### src/rtl/tdc_pkg.sv
// Shared TDC definitions: default tap/count widths shared with the ones-counter
// slices, the stimulus generator FSM state type and the mode encodings.
package tdc_pkg;

  localparam int unsigned TDC_TAP_WIDTH  = 6;
  localparam int unsigned TDC_CNT_WIDTH  = 3;
  localparam int unsigned TDC_HOLD_WIDTH = 4;

  localparam logic MODE_DIRECT = 1'b0;
  localparam logic MODE_SWEEP  = 1'b1;

  typedef enum logic [1:0] {
    ST_IDLE   = 2'd0,
    ST_DIRECT = 2'd1,
    ST_SWEEP  = 2'd2,
    ST_DRAIN  = 2'd3
  } tdc_state_e;

endpackage

### src/rtl/tdc_thermo_stim_gen_count_to_thermo.sv
// count_to_thermo: combinational binary count to thermometer word converter.
// Ones fill from the LSB; counts above TAP_WIDTH saturate and raise sat.
// Ports:
//   count   binary input count
//   thermo  thermometer word, thermo[k] = (k < n)
//   n       encoded count after saturation, min(count, TAP_WIDTH)
//   sat     count was larger than TAP_WIDTH
module count_to_thermo #(
  parameter int unsigned TAP_WIDTH = 6,
  parameter int unsigned CNT_WIDTH = 3
) (
  input  logic [CNT_WIDTH-1:0] count,
  output logic [TAP_WIDTH-1:0] thermo,
  output logic [CNT_WIDTH-1:0] n,
  output logic                 sat
);

  always_comb begin
    sat    = (32'(count) > TAP_WIDTH);
    n      = sat ? CNT_WIDTH'(TAP_WIDTH) : count;
    thermo = '0;
    for (int unsigned k = 0; k < TAP_WIDTH; k++) begin
      thermo[k] = (k < 32'(n));
    end
  end

endmodule

### src/rtl/tdc_thermo_stim_gen.sv
// tdc_thermo_stim_gen: thermometer tap-word stimulus for the TDC encoder path.
// DIRECT mode encodes each accepted i_Count; SWEEP mode ramps 0..TAP_WIDTH,
// holding each code for a programmable number of accepted beats, with wrap.
// Ports:
//   i_Clk, i_Rst              clock, asynchronous active-high reset
//   i_Start, i_Mode, i_Stop   control pulses; mode sampled on start in IDLE
//   i_Hold                    sweep beats per code (0 behaves as 1)
//   i_Count, i_CountValid,
//   o_CountReady              DIRECT-mode count input handshake
//   o_Thermo, o_ThermoCount,
//   o_Sat, o_Valid, i_Ready   registered output beat and its handshake
//   o_Busy                    FSM not in IDLE
//   o_Wrap                    pulse with the code-0 load that ends a sweep pass
module tdc_thermo_stim_gen
  import tdc_pkg::*;
#(
  parameter int unsigned TAP_WIDTH  = TDC_TAP_WIDTH,
  parameter int unsigned CNT_WIDTH  = TDC_CNT_WIDTH,
  parameter int unsigned HOLD_WIDTH = TDC_HOLD_WIDTH
) (
  input  logic                  i_Clk,
  input  logic                  i_Rst,
  input  logic                  i_Start,
  input  logic                  i_Mode,
  input  logic                  i_Stop,
  input  logic [HOLD_WIDTH-1:0] i_Hold,
  input  logic [CNT_WIDTH-1:0]  i_Count,
  input  logic                  i_CountValid,
  output logic                  o_CountReady,
  output logic [TAP_WIDTH-1:0]  o_Thermo,
  output logic [CNT_WIDTH-1:0]  o_ThermoCount,
  output logic                  o_Valid,
  input  logic                  i_Ready,
  output logic                  o_Sat,
  output logic                  o_Busy,
  output logic                  o_Wrap
);

  tdc_state_e            state;
  logic                  valid;
  logic [TAP_WIDTH-1:0]  thermo;
  logic [CNT_WIDTH-1:0]  thermo_count;
  logic                  sat;
  logic                  wrap;
  logic                  wrap_next;
  logic [CNT_WIDTH-1:0]  sweep_code;
  logic [HOLD_WIDTH-1:0] hold_cnt;
  logic [HOLD_WIDTH-1:0] hold_cfg;

  logic                  out_free;
  logic                  count_ready;
  logic                  direct_accept;
  logic                  sweep_load;
  logic [CNT_WIDTH-1:0]  enc_count;
  logic [TAP_WIDTH-1:0]  enc_thermo;
  logic [CNT_WIDTH-1:0]  enc_n;
  logic                  enc_sat;

  assign out_free      = !valid || i_Ready;
  assign count_ready   = (state == ST_DIRECT) && out_free;
  assign direct_accept = count_ready && i_CountValid;
  assign sweep_load    = (state == ST_SWEEP) && out_free && !i_Stop;
  assign enc_count     = (state == ST_SWEEP) ? sweep_code : i_Count;

  count_to_thermo #(
    .TAP_WIDTH (TAP_WIDTH),
    .CNT_WIDTH (CNT_WIDTH)
  ) u_enc (
    .count  (enc_count),
    .thermo (enc_thermo),
    .n      (enc_n),
    .sat    (enc_sat)
  );

  always_ff @(posedge i_Clk or posedge i_Rst) begin
    if (i_Rst) begin
      state        <= ST_IDLE;
      valid        <= 1'b0;
      thermo       <= '0;
      thermo_count <= '0;
      sat          <= 1'b0;
      wrap         <= 1'b0;
      wrap_next    <= 1'b0;
      sweep_code   <= '0;
      hold_cnt     <= '0;
      hold_cfg     <= '0;
    end else begin
      wrap <= 1'b0;
      case (state)
        ST_IDLE: begin
          valid <= 1'b0;
          if (i_Start) begin
            state      <= (i_Mode == MODE_SWEEP) ? ST_SWEEP : ST_DIRECT;
            hold_cfg   <= (i_Hold == '0) ? HOLD_WIDTH'(1) : i_Hold;
            sweep_code <= '0;
            hold_cnt   <= '0;
            wrap_next  <= 1'b0;
          end
        end

        ST_DIRECT: begin
          if (direct_accept) begin
            valid        <= 1'b1;
            thermo       <= enc_thermo;
            thermo_count <= enc_n;
            sat          <= enc_sat;
          end else if (i_Ready) begin
            valid <= 1'b0;
          end
          // An accept coinciding with stop is still loaded, then drained.
          if (i_Stop) begin
            state <= (valid || direct_accept) ? ST_DRAIN : ST_IDLE;
          end
        end

        ST_SWEEP: begin
          // Only loads when the previous beat has gone, so counting loads is
          // the same as counting accepted beats and a stall freezes the ramp.
          if (sweep_load) begin
            valid        <= 1'b1;
            thermo       <= enc_thermo;
            thermo_count <= enc_n;
            sat          <= enc_sat;
            wrap         <= wrap_next;
            wrap_next    <= 1'b0;
            if (hold_cnt == HOLD_WIDTH'(hold_cfg - 1'b1)) begin
              hold_cnt <= '0;
              if (sweep_code == CNT_WIDTH'(TAP_WIDTH)) begin
                sweep_code <= '0;
                wrap_next  <= 1'b1;
              end else begin
                sweep_code <= sweep_code + 1'b1;
              end
            end else begin
              hold_cnt <= hold_cnt + 1'b1;
            end
          end else if (i_Ready) begin
            valid <= 1'b0;
          end
          if (i_Stop) begin
            state <= valid ? ST_DRAIN : ST_IDLE;
          end
        end

        ST_DRAIN: begin
          if (out_free) begin
            valid <= 1'b0;
            state <= ST_IDLE;
          end
        end

        default: begin
          state <= ST_IDLE;
          valid <= 1'b0;
        end
      endcase
    end
  end

  assign o_CountReady  = count_ready;
  assign o_Thermo      = thermo;
  assign o_ThermoCount = thermo_count;
  assign o_Valid       = valid;
  assign o_Sat         = sat;
  assign o_Wrap        = wrap;
  assign o_Busy        = (state != ST_IDLE);

endmodule

### config.mk
export PLATFORM = sky130hd
export DESIGN_NAME = tdc_thermo_stim_gen
export DESIGN_NICKNAME = d
export VERILOG_FILES = /design/src/rtl/tdc_pkg.sv /design/src/rtl/tdc_thermo_stim_gen_count_to_thermo.sv /design/src/rtl/tdc_thermo_stim_gen.sv
export SDC_FILE = /design/constraint.sdc
export NUM_CORES = 1
export LEC_CHECK = 0
export BUFFER_PORTS_ARGS = -buffer_cell sky130_fd_sc_hd__clkbuf_2
export CORE_MARGIN = 8
export CORE_UTILIZATION = 40
export CTS_CLUSTER_SIZE = 16
export DETAILED_ROUTE_END_ITERATION = 16
export PLACE_DENSITY = 0.6
export SKIP_LAST_GASP = 1
export SLEW_MARGIN = 0
export SYNTH_ARGS = -nofsm -noshare
export SYNTH_HDL_FRONTEND = slang
export SYNTH_HIERARCHICAL = 1
export SYNTH_SLANG_ARGS = --single-unit
export TNS_END_PERCENT = 50
### constraint.sdc
create_clock -name i_Clk -period 4.5 [get_ports i_Clk]
set_input_delay 0.45 -clock i_Clk [delete_from_list [all_inputs] [get_ports i_Clk]]
set_output_delay 0.45 -clock i_Clk [all_outputs]
set_load 0.1 [all_outputs]
### After elaboration in Yosys (flattened, before gate mapping)

Cells that the tools add are included.

| operators by class | value |
|---|---|
| equality and inequality tests | 12 |
| add/subtract/negate cells | 3 |
| reductions and logical operators | 18 |
| $lt $le $gt $ge | 7 |
| mux-type cells | 41 |

Operators by type and width:

| operator | count |
|---|---|
| $mux 3 | 8 |
| $mux 4 | 4 |
| $mux 2 | 7 |
| $mux 1 | 12 |
| $mux 6 | 2 |
| $ne 2x2->1 const B | 6 |
| $pmux 3 s2 | 2 |
| $pmux 6 s2 | 1 |
| $pmux 2 s4 | 1 |
| $pmux 4 s2 | 1 |
| $reduce_and 4->1 | 2 |
| $lt 1x3->1 const A | 2 |
| $lt 2x3->1 const A | 2 |
| $lt 3x3->1 const A | 2 |
| $reduce_and 3->1 | 2 |
| $reduce_bool 2->1 | 3 |
| $add 4x1->4 const B | 1 |
| $eq 2x2->1 const B | 2 |
| $eq 4x4->1 | 1 |
| $logic_and 1x1->1 | 4 |
| $logic_not 4->1 | 1 |
| $pmux 1 s2 | 2 |
| $pmux 1 s4 | 1 |
| $sub 4x1->4 const B | 1 |
| other kinds (9) | 11 |

| storage, ports and cells | value |
|---|---|
| word-level logic and storage cells | 91 |
| flip-flop bits (word level) | 26 |
| input bits | 14 |

### Logic depth before layout (Yosys ltp)

| depth | value |
|---|---|
| depth after elaboration | 8 |
| gate-level depth with buffers | 8 |
| mapped depth without buffers | 7 |

### By module

The synthesis kept the hierarchy.

By module, submodules not included:

| module | sequential area each (um2) | area an instance (um2) | instances | cells each |
|---|---|---|---|---|
| tdc_thermo_stim_gen | 650.6 | 1365.1 | 1 | 126 |
| count_to_thermo | 0.0 | 66.3 | 1 | 10 |

### Worst setup path before layout

No wires, ideal clock.

| timing | value |
|---|---|
| path type | flip-flop to output port |
| from | register valid (netlist: o_Valid) |
| to | output port o_CountReady |
| data arrival time | 2.411 ns |
| cell stages (with the launch flop) | 3 |
| data required time | 4.050 ns |
| path slack | 1.639 ns |
| cells stage by stage | dfrtp_1 nor2b_1 nor2b_1 |

| between the ends | value |
|---|---|
| word-level cells in the longest chain between the ends | 3 |

Ends and longest elaborated chain:

| item | RTL line | RTL |
|---|---|---|
| from (decl) | tdc_thermo_stim_gen.sv:40 | `logic valid;` |
| from (signal assigned) | tdc_thermo_stim_gen.sv:78 | `valid <= 1'b0;` |
| from (signal assigned) | tdc_thermo_stim_gen.sv:91 | `valid <= 1'b0;` |
| from (signal assigned) | tdc_thermo_stim_gen.sv:103 | `valid <= 1'b1;` |
| $logic_not 1->1 | tdc_thermo_stim_gen.sv:59 | `assign out_free = !valid \|\| i_Ready;` |
| $logic_or 1x1->1 | tdc_thermo_stim_gen.sv:59 |  |
| $logic_and 1x1->1 | tdc_thermo_stim_gen.sv:60 | `assign count_ready = (state == ST_DIRECT) && out_free;` |
| to (decl) | tdc_thermo_stim_gen.sv:29 | `output logic o_CountReady,` |

No other way between the ends.

### Worst setup path in the final report

| timing | value |
|---|---|
| from | register state[0] |
| to | register thermo[0] (netlist: o_Thermo[0]) |

| between the ends | value |
|---|---|
| word-level cells in the longest chain between the ends | 7 |

Ends and longest elaborated chain:

| item | RTL line | RTL |
|---|---|---|
| from (decl) | tdc_thermo_stim_gen.sv:39 | `tdc_state_e state;` |
| from (signal assigned) | tdc_thermo_stim_gen.sv:93 | `state <= (i_Mode == MODE_SWEEP) ? ST_SWEEP : ST_DIRECT;` |
| from (signal assigned) | tdc_thermo_stim_gen.sv:112 | `state <= (valid \|\| direct_accept) ? ST_DRAIN : ST_IDLE;` |
| from (signal assigned) | tdc_thermo_stim_gen.sv:141 | `state <= valid ? ST_DRAIN : ST_IDLE;` |
| $eq 2x2->1 | tdc_thermo_stim_gen.sv:62, tdc_thermo_stim_gen.sv:63, tdc_thermo_stim_gen.sv:89 |  |
| $mux 3 | tdc_thermo_stim_gen.sv:63 | `assign enc_count = (state == ST_SWEEP) ? sweep_code : i_Count;` |
| $gt 3x3->1 | tdc_thermo_stim_gen_count_to_thermo.sv:19 | `sat = (32'(count) > TAP_WIDTH);` |
| $mux 3 | tdc_thermo_stim_gen_count_to_thermo.sv:20 | `n = sat ? CNT_WIDTH'(TAP_WIDTH) : count;` |
| $lt 1x3->1 | tdc_thermo_stim_gen_count_to_thermo.sv:23 | `thermo[k] = (k < 32'(n));` |
| $mux 6 (on tied branches) | tdc_thermo_stim_gen.sv:119, tdc_thermo_stim_gen.sv:102 |  |
| $pmux 6 s2 | tdc_thermo_stim_gen.sv:89 | `case (state)` |
| to (signal assigned) | tdc_thermo_stim_gen.sv:104 | `thermo <= enc_thermo;` |
| to (signal assigned) | tdc_thermo_stim_gen.sv:121 | `thermo <= enc_thermo;` |
| to (decl) | tdc_thermo_stim_gen.sv:41 | `logic [TAP_WIDTH-1:0] thermo;` |

Several ways; a longest one is shown, not always the timed one. The select of a mux whose other input is x is not followed.
A chain may end at the register's enable or synchronous reset.

==> metrics list <==
- Hold slack final: 0.307 ns
- The critical path in this run is classified as flop to flop.
* TritonCTS clock tree: yes
- Initial standard-cell utilization of the core: 0.422
* Count of boundary I/O pins: 28
- Synthesized area per cell: 10.5 sq um
* Half-perimeter wire length after detailed placement: 2170 um
- Counting the buffers created by CTS gives 3.
- Site Rows: 21
- Layout cell share with drive strength beyond 1: 0.319
* Aggregate global-route resource usage: 0.107
- Counting flops and latches in the post-synthesis netlist gives 26.
- Number of warnings reported in the yosys synthesis log: 6
- Final routed DRC violation total: 0
- Derived from the worst setup path, the maximum achievable clock frequency is 368 MHz.
- In the final timing run, aggregate negative setup slack is 0 ns.
- Counting every sink on the clock net gives 26.
- Synth Area in Compound Gates: 0.125
* X dimension of the die: 75.8 um
* Required @ worst endpoint: 4.71 ns
* Height of the chip: 75.8 um
* Slew at the pin closest to its max-slew limit: 1.19 ns
- 0 antenna diodes ended up in the layout.
* Drt initial violations: 24
* Post-Synth XOR/XNOR Area: 0.0490
- Count of instances resized after the clock tree is built: 0
- Overflow left after global routing: 0
* Share of Yosys cell area claimed by the top area cell type: 0.455
- Async set-reset flop share out of synthesis: 1.00
- Unrepaired setup endpoints after global routing: false
* Number of synthesized flops with an enable pin: 0
- When the netlist entered floorplanning its net count stood at 156.
- The via count of the first global-routing pass was 1092.
- In this run, post-CTS hold repair placed 0 buffers.
- In the post-synthesis netlist, the biggest area contributors are dfrtp_1 (45%), mux2_2 (12%), ha_1 (5.2%).
- STA classifies the critical path startpoint as a flop.
- For the final database, setup skew stands at 0.00611 ns.
- Number of standard cells after synthesis: 136
- The portion of synthesized area spent on multiplexers is 0.125.
* Shortest period the worst path allows: 2.72 ns
* # Post-CTS Setup Buffers: 0
- The initial antenna violation count came to 0.
- Worst skew pair latency: 0.32 ns
* Fin nets: 182
- Worst slew margin relative to its limit: 0.205
- The worst setup path is captured at a flop.
- Along the worst path, the maximum fanout reaches 16.
- Total Die Area: 0.00575 sq mm
- The count of pins over their slew limit is 0.
- The first global-routing pass estimated 4780 um of wire.
- Final worst-path cycle share: 0.603
* Data arrival, critical path: 2.92 ns
- Main combinational cell family by area after synthesis: simple AND/OR/NAND/NOR gates
- The share of the Yosys chip area taken by registers is 0.455.
- Of the total synthesized cell area, the portion taken by full adders, half adders and majority gates is 0.0524.
- Utilization of the core after routing: 0.477
- Maximum number of pins on one net before global-route repair: 27
* Maximum clock insertion buffer count: 2
- Setup violations remaining at the end of the flow were counted as 0.
* Area grow syn2layout: 13.0%
- The tightest min-delay check is of the input port to asynchronous set/reset pin type.
- Clock-pin slew was measured on the worst setup and hold paths at 0.13 ns.
- In this run the number of H-tree levels came out at 1.
- Number of buffers added on ports: 27
- Using the TritonRoute via totals, the vias-per-cell ratio works out to 5.24.
- The most used flip-flop cell after synthesis is dfrtp_1.
- The final count of hold timing violations came to 0.
* Final routed wire length divided by cell count: 13.7 um
- The floorplan step defined a core boundary enclosing 0.00339 sq mm.
- Synthesis instantiated 43 different standard cells from the library.
* Pre-Repair DR Iteration Count: 4
* Max-cap violations: 0
- Root buf cell: clkbuf_4
* Antenna-violating nets left: 0
- Final WL: 2820 um
* Run status: finished, final reports clean
- In this run the cell area of the synthesized design comes to 0.00143 sq mm.
- Total vias in the final route: 1080
- Gpl congestion: 0.764
* Area share of and/or/nand/nor cells after synthesis: 0.156
- Cell type with the highest aggregate area in the netlist: dfrtp_1
## critical path: stages, from the launching register on
cell and delay, ns:
dfrtp_1 0.44, inv_1 0.09, ha_1 0.48, nor2_1 0.16
a2111oi_2 1.01, mux2_2 0.43
## placed cells by master (no fill, tap or decap), types with 2 or more instances in the layout
master	synthesis	layout
clkbuf_2	1	27
dfrtp_1	26	26
mux2_2	15	15
nor2_1	9	9
nand2_1	9	9
inv_1	7	7
xnor2_1	6	6
o21ai_0	6	6
nor3_1	6	6
ha_1	6	6
nor2b_1	4	4
o211ai_1	3	3
clkbuf_4	0	3
nand2b_1	2	2
a21oi_1	2	2
and3_1	2	2
xor2_1	2	2
o31ai_1	2	2
## cells by family (layout without fill, tap and decap cells)
| family | Yosys count | after routing |
|---|---|---|
| simple gates | 42 | 42 |
| mux | 16 | 16 |
| flops | 26 | 26 |
| compound gates | 25 | 25 |
| fa+ha+maj | 6 | 6 |
| buf+inv | 13 | 37 |
| xor+xnor | 8 | 8 |
## metrics by stage
| stage | setup slack, ns | instances | area [sq um] |
|---|---|---|---|
| after floorplan | 1.64 | 136 | 1430 |
| after global placement | 1.86 | 203 | 1600 |
| after detailed placement | 1.70 | 203 | 1600 |
| after CTS | 1.71 | 206 | 1620 |
| after global routing | 1.55 | 206 | 1620 |
| final | 1.78 | 206 | 1620 |
## area by class of cell
class	instances	area, sq um
Tap cell	46	57.6
Sequential cell	26	651
Timing Repair Buffer	27	135
Inverter	7	26.3
Clock buffer	3	22.5
Fill cell	327	1770
Multi-Input combinational cell	97	726
## cell usage after synthesis, types with 3 or more instances
library cell  count
inv_1             7
nor2_1            9
ha_1              6
o211ai_1          3
o21ai_0           6
dfrtp_1          26
nand2_1           9
clkbuf_1          3
mux2_2           15
xnor2_1           6
nor2b_1           4
nor3_1            6
## metal layers
layer	part of all wire	track usage	up-vias	wire, um
li1	-	-	525	-
met1	0.45	0.131	521	1270
met2	0.47	0.175	29	1330
met3	0.059	0.0197	5	165
met4	0.019	0.0512	0	53
met5	0	0	-	0
## sequential cells by signal (all words and copies together) (netlist names)
name	count
o_Thermo	6
state	2
o_Sat	1
o_ThermoCount	3
o_Valid	1
sweep_code	3
hold_cfg	4
wrap_next	1
hold_cnt	4
o_Wrap	1
## final timing paths
path / from / end / slack, ns / cells after the start
max in group asynchronous: i_Rst / state[0] / 3.61 / 2
hold / removal: i_Rst / hold_cfg[3] / 0.31 / 2
hold reg to reg: wrap_next / wrap_next / 0.50 / 2
setup / recovery: state[0] / o_Thermo[0] / 1.78 / 5
min in group i_Clk: i_Hold[2] / hold_cfg[2] / 0.37 / 2
setup reg to reg: state[0] / o_Thermo[0] / 1.78 / 5
Power is left out: the tool's default activity adds up to more than one toggle a clock period on the data nets, which glitch-free logic cannot reach.
